File: config.mk
export PLATFORM = sky130hd
export DESIGN_NAME = delay_pipe
export DESIGN_NICKNAME = d
export VERILOG_FILES = /design/src/rtl/delay_pipe_pkg.sv /design/src/rtl/delay_stage.sv /design/src/rtl/delay_pipe.sv
export SDC_FILE = /design/constraint.sdc
export NUM_CORES = 1
export LEC_CHECK = 0
export BUFFER_PORTS_ARGS = -buffer_cell sky130_fd_sc_hd__buf_2
export CAP_MARGIN = 25
export CORE_MARGIN = 2
export CORE_UTILIZATION = 30
export CTS_CLUSTER_DIAMETER = 150
export DETAILED_ROUTE_END_ITERATION = 10
export GPL_ROUTABILITY_DRIVEN = 0
export HOLD_SLACK_MARGIN = 0.05
export PLACE_DENSITY = 0.51
export SLEW_MARGIN = 10
export SYNTH_ARGS = -nofsm -noshare
export SYNTH_HDL_FRONTEND = slang
export SYNTH_HIERARCHICAL = 1
export SYNTH_SLANG_ARGS = --single-unit
File: constraint.sdc
create_clock -name clk -period 1.22 [get_ports clk]
set_input_delay 0.244 -clock clk [delete_from_list [all_inputs] [get_ports clk]]
set_output_delay 0.244 -clock clk [all_outputs]
set_load 0.1 [all_outputs]
File: src/rtl/delay_pipe_pkg.sv
// Shared constants, the stage record layout and the constant-width helper
// used to size the delay_pipe select and counter ports.
package delay_pipe_pkg;

    localparam int MAX_WIDTH = 32;
    localparam int MAX_DEPTH = 16;

    typedef struct packed {
        logic                 valid;
        logic [MAX_WIDTH-1:0] data;
    } stage_rec_t;

    // Ceiling log2. An argument of 0 or 1 returns 0.
    function automatic int clog2(input int n);
        int r;
        r = 0;
        for (int v = n - 1; v > 0; v = v >> 1) begin
            r = r + 1;
        end
        return r;
    endfunction

endpackage

File: src/rtl/delay_stage.sv
// One pipe stage: a {valid, data} register that can hold, advance or clear.
module delay_stage #(
    parameter int WIDTH = 8
) (
    input  logic           clk,
    input  logic           rst_n,
    input  logic           en,
    input  logic           flush,
    input  logic [WIDTH:0] d,
    output logic [WIDTH:0] q
);

    logic [WIDTH:0] q_reg;

    // flush wins over en so that a flushed cycle never captures its input
    always_ff @(posedge clk or negedge rst_n) begin
        if (!rst_n) begin
            q_reg <= '0;
        end else if (flush) begin
            q_reg <= '0;
        end else if (en) begin
            q_reg <= d;
        end
    end

    assign q = q_reg;

endmodule

File: src/rtl/delay_pipe.sv
// Enable-gated delay line with valid qualifiers, a selectable tap, per-bit
// edge detection on the output word and a registered count of live stages.
module delay_pipe
    import delay_pipe_pkg::*;
#(
    parameter int WIDTH = 8,
    parameter int DEPTH = 2,
    localparam int SW = (clog2(DEPTH) < 1) ? 1 : clog2(DEPTH),
    localparam int CW = clog2(DEPTH + 1)
) (
    input  logic             clk,
    input  logic             rst_n,
    input  logic             en,
    input  logic             flush,
    input  logic [WIDTH-1:0] in_data,
    input  logic             in_valid,
    input  logic [SW-1:0]    tap_sel,
    output logic [WIDTH-1:0] out_data,
    output logic             out_valid,
    output logic [WIDTH-1:0] tap_data,
    output logic             tap_valid,
    output logic [WIDTH-1:0] rise,
    output logic [WIDTH-1:0] fall,
    output logic [CW-1:0]    count
);

    logic [WIDTH:0]   stage_d [DEPTH];
    logic [WIDTH:0]   stage_q [DEPTH];
    logic [DEPTH-1:0] valid_next;
    logic [WIDTH-1:0] hist_reg;
    logic [CW-1:0]    count_reg;
    logic [CW-1:0]    count_next;

    generate
        for (genvar gi = 0; gi < DEPTH; gi++) begin : g_stage
            if (gi == 0) begin : g_head
                assign stage_d[gi] = {in_valid, in_data};
            end else begin : g_body
                assign stage_d[gi] = stage_q[gi-1];
            end

            delay_stage #(
                .WIDTH(WIDTH)
            ) u_stage (
                .clk   (clk),
                .rst_n (rst_n),
                .en    (en),
                .flush (flush),
                .d     (stage_d[gi]),
                .q     (stage_q[gi])
            );

            // Valid bit each stage will hold after this edge
            assign valid_next[gi] = flush ? 1'b0
                                  : (en ? stage_d[gi][WIDTH] : stage_q[gi][WIDTH]);
        end
    endgenerate

    // Counting the post-edge valid bits keeps count in step with the stages
    always_comb begin
        count_next = '0;
        for (int i = 0; i < DEPTH; i++) begin
            count_next = count_next + CW'(valid_next[i]);
        end
    end

    always_ff @(posedge clk or negedge rst_n) begin
        if (!rst_n) begin
            hist_reg  <= '0;
            count_reg <= '0;
        end else begin
            count_reg <= count_next;
            if (flush) begin
                hist_reg <= '0;
            end else if (en) begin
                hist_reg <= stage_q[DEPTH-1][WIDTH-1:0];
            end
        end
    end

    // Out-of-range selects fall through to zero
    always_comb begin
        tap_data  = '0;
        tap_valid = 1'b0;
        for (int i = 0; i < DEPTH; i++) begin
            if (tap_sel == SW'(i)) begin
                tap_valid = stage_q[i][WIDTH];
                tap_data  = stage_q[i][WIDTH-1:0];
            end
        end
    end

    assign out_data  = stage_q[DEPTH-1][WIDTH-1:0];
    assign out_valid = stage_q[DEPTH-1][WIDTH];
    assign rise      = out_data & ~hist_reg;
    assign fall      = ~out_data & hist_reg;
    assign count     = count_reg;

endmodule

# Word level (Yosys, flattened, before mapping)
# Index checks and enable logic that the tools add are counted.
[totals]
wordCells = 22
out_inout_bits = 36
inputBits = 14
register_bits = 28
[classes]
reduce_logical = 1
bitwise_logic = 4
add_sub_neg = 1
n_mux = 12
[ops]
columns = ["cell", "n"]
rows = [
  ["9-bit two-way mux", 4],
  ["8-bit two-way mux", 3],
  ["8-bit bitwise AND", 2],
  ["8-bit NOT", 2],
  ["1-bit two-way mux", 5],
  ["1-bit by 1-bit adder with 2-bit output", 1],
  ["2-bit nonzero test", 1],
]

# Depth between registers and ports, before layout
[logic_depth]
depth_word = 3
ltp_mapped = 4
depth_no_buf = 3

# Modules after synthesis
# The synthesis kept the hierarchy.
[modules_own_cells]
columns = ["module", "cells_per_inst", "area_per_inst_um2", "instances", "seq_area_each_um2"]
rows = [
  ["delay_stage", 29, 364.1, 2, 225.2],
  ["delay_pipe", 59, 661.9, 1, 250.2],
]

# Least setup slack after synthesis
# Ideal clock, no wire load.
[synth_timing]
kind = "reg2out"
startpoint = "register g_stage[1].u_stage.q_reg[0]"
endpoint = "output rise[0]"
required_ps = 976
path_stages_with_launch = 2
path_buffers = 0
arrival_time_ps = 2406
setup_slack_ps = -1430
cell_sequence = "dfrtp_1 -> nor2b_1"
[synth_via]
elab_chain_len = 1
[synth_rtl]
columns = ["element", "line_no", "source"]
rows = [
  ["start, declared", "delay_stage.sv:13", "logic [WIDTH:0] q_reg;"],
  ["start signal, assigned", "delay_stage.sv:18", "q_reg <= '0;"],
  ["start signal, assigned", "delay_stage.sv:20", "q_reg <= '0;"],
  ["start signal, assigned", "delay_stage.sv:22", "q_reg <= d;"],
  ["8-bit bitwise AND", "delay_pipe.sv:95", "assign rise = out_data & ~hist_reg;"],
  ["end, declared", "delay_pipe.sv:22", "output logic [WIDTH-1:0] rise,"],
]
# Every way passes these cells.

# Worst setup path after layout
[layout_timing]
startpoint = "register g_stage[1].u_stage.q_reg[0]"
endpoint = "output tap_data[0]"
[layout_via]
elab_chain_len = 1
[layout_rtl]
columns = ["element", "line_no", "source"]
rows = [
  ["8-bit two-way mux", "delay_pipe.sv:86", "if (tap_sel == SW'(i)) begin"],
  ["end, declared", "delay_pipe.sv:20", "output logic [WIDTH-1:0] tap_data,"],
]
# Every way passes these cells.

==> flow_summary.yaml <==
timing:
  worst_slew_pin_slew_ns: 0.371
  fin_skew_ns: 0.00260
  fin_crit_sh_pct: 122
  period_minus_slack_ns: 1.49
  hold_ws_ns: 0.213
  max_freq_mhz: 672
  hold_viol: 0
  tns_ns: -6.70
  relSlewSlack_pct: 75.3
  setup_ws_ns: -0.269
  setup_viol: 34
  rsz0062_at_grt: "true"
  drv_slew: 0
placed_design:
  pre_cts_ws_ns: -0.112
  post-place-cells: 226
  dp.final_hpwl_mm: 2.39
  io_buffers: 49
global_route:
  overflow: 0
  antenna_found_initial: 0
  grt_max_degree: 22
  first_global_vias: 1202
  grt_pass1_wl_mm: 5.48
  grt_usage_pct: 13.4
worst_setup_path:
  reg2regPathDepth: 4
  cp_top_family: "flip-flops"
  reg2reg_from: "g_stage[1].u_stage/q[8]"
  critPathSlowestCell: "dfrtp_4"
  crit_path_end_kind: "output port"
  slowest_delay_ns: 0.52
  worstPathCellList: "mux2_4 -> buf_12"
  cp.buffers_inverters: 1
  reg2reg_to: "count[0]"
  crit_type: "reg2out"
  r2r_slack_ns: 0.03
  worst_ep_arrival_time_ns: 1.24
  required_ns: 0.98
  path_max_fanout: 5
  critPathLaunchType: "flip-flop"
logic_synthesis:
  ys_ff_latch: 28
  synthAdderAreaFrac_pct: 0.900
  synth_cell_type_count: 8
  syn_nets: 132
  ys_seq_area_share_pct: 50.4
  synth_edf_count: 0
  synth-simple-area-share_pct: 14.8
  yosys-top-cells-count: "dfrtp_1 (28), mux2i_1 (28), nor2_1 (28), nor2b_1 (16), mux2_4 (9)"
  yosysTopAreaCellShare_pct: 50.4
  ys_async_sr_fraction_pct: 100
  synth_area_um2: 1390
  synthCells: 117
  synth_xor_area_share_pct: 0
  synthTopCellsByArea: "dfrtp_1 (50%), mux2i_1 (20%), mux2_4 (9.7%)"
  synth.largest_area_cell: "dfrtp_1"
  yosys_warnings: 6
  synth_top_family_by_area: "multiplexers"
  muxShareOfSynthArea_pct: 29.9
  synth_compound_area_share_pct: 0
  synthFlopType: "dfrtp_1"
  syn_avg_cell_area_um2: 11.9
cts:
  cts_tree: "done"
  clock_latency_ns: 0.27
  cts_sinks: 28
  clockBufferDepth: 2
  clock_tree.root_cell: "clkbuf_8"
  clk_pin_slew_worst_paths_ns: 0.09
  cts_buffers: 3
  htree_num_levels: 1
route:
  wirelength_mm: 3.22
  postRouteAntennaNets: 0
  post_drt_wl_per_cell_um: 13.2
  drc: 0
  num_vias: 1111
  via_per_inst: 4.55
  firstDrtPassIters: 4
  drtIter0Drc: 19
outcome:
  violations: "negative setup slack"
  status: "complete, but fails checks"
die:
  dieArea_um2: 5190
  die_x_um: 72.1
  rows: 24
  core-area_um2: 4410
  die_h_um: 72.1
  ioPinCount: 50
  start_util_pct: 31.5
finish:
  final_cells: 244
  layout.nets: 208
  drive_gt1_share_pct: 59.9
  largest_reg_flops: 18
  areaGrowthSynthToFinish_pct: 94.8
  diodes: 0
  post-route-util_pct: 61.3
hold_path:
  holdPathStages: 3
  hp-class: "in2reg"
  hold_end: "g_stage[0].u_stage/q[3]"
  min_from: "in_data[3]"
power:
  power.density_nw_per_um2: 876
  ir_drop_mv: 0.689
  p_leak_nw: 1.28
flow_run:
  maxCapViolCount: 0
tightest hold or removal path, cell delays in order:
cell	delay (ns)
buf_2	0.07
mux2i_1	0.05
nor2_1	0.08
cells in the final DEF, fill, tap and decap left out:
cell,synthesis,routed
buf_12,0,39
mux2i_1,28,28
nor2_1,28,28
dfrtp_1,28,19
nor2b_4,0,16
buf_6,4,15
buf_2,0,13
buf_4,0,10
mux2_4,9,9
dfrtp_4,0,9
clkbuf_8,0,4
ha_1,1,1
dlygate4sd3_1,0,1
timing repair:
item                                    in CTS  in global routing
gates resized for setup                     13                  3
endpoints found under the setup margin      34                 35
hold buffers                                 1                  0
buffers inserted                            13                  2
endpoints found under the hold margin       16                  0
cloned                                       0                  0
pin swaps                                    0                  2
routing by layer:
layer  track usage [%]  vias to the layer above  part of all wire (%)
met5                 0                        -                     0
met4              4.40                        0                   1.2
met3              3.06                        4                   6.5
met2              22.7                       37                    49
met1              16.8                      536                    43
li1                  -                      534                     -
power by group:
part | leakage, nW | switching [mW] | internal [mW]
logic | 0.884 | 0.478 | 0.328
registers | 0.364 | 0.0363 | 0.967
clock network | 0.0288 | 0.273 | 0.288
cells by family (layout without fill, tap and decap cells):
| logic type | after synthesis | after routing |
|---|---|---|
| adders and majority gates | 1 | 1 |
| DFF | 28 | 28 |
| and+or+nand+nor | 44 | 44 |
| buffers and inverters | 7 | 82 |
| muxes | 37 | 37 |
layout make-up:
| class | count | area [µm²] |
|---|---|---|
| well taps | 52 | 65.1 |
| repair buffers | 78 | 1100 |
| multi-input cells | 82 | 753 |
| clock buffers | 4 | 55.1 |
| flip-flops and latches | 28 | 734 |
| fillers | 352 | 1710 |
metrics by stage:
step	cell area, µm²	total power [mW]
floorplan	1540	1.50
global placement	2480	1.78
detailed placement	2480	1.80
CTS	2700	2.40
global route	2710	2.47
finish	2710	2.37
worst max path at each step:
| stage | slack, ns | cells past startpoint | to | startpoint |
|---|---|---|---|---|
| floorplan | -0.25 | 1 | rise[0] | g_stage[1].u_stage/q[0] |
| global placement | -0.11 | 3 | tap_data[5] | tap_sel |
| detailed placement | -0.11 | 3 | tap_data[6] | tap_sel |
| CTS | -0.28 | 2 | tap_data[0] | g_stage[1].u_stage/q[0] |
| global route | -0.30 | 2 | tap_data[6] | g_stage[1].u_stage/q[6] |
| finish | -0.27 | 2 | tap_data[0] | g_stage[1].u_stage/q[0] |
(Power assumes the default switching activity.)
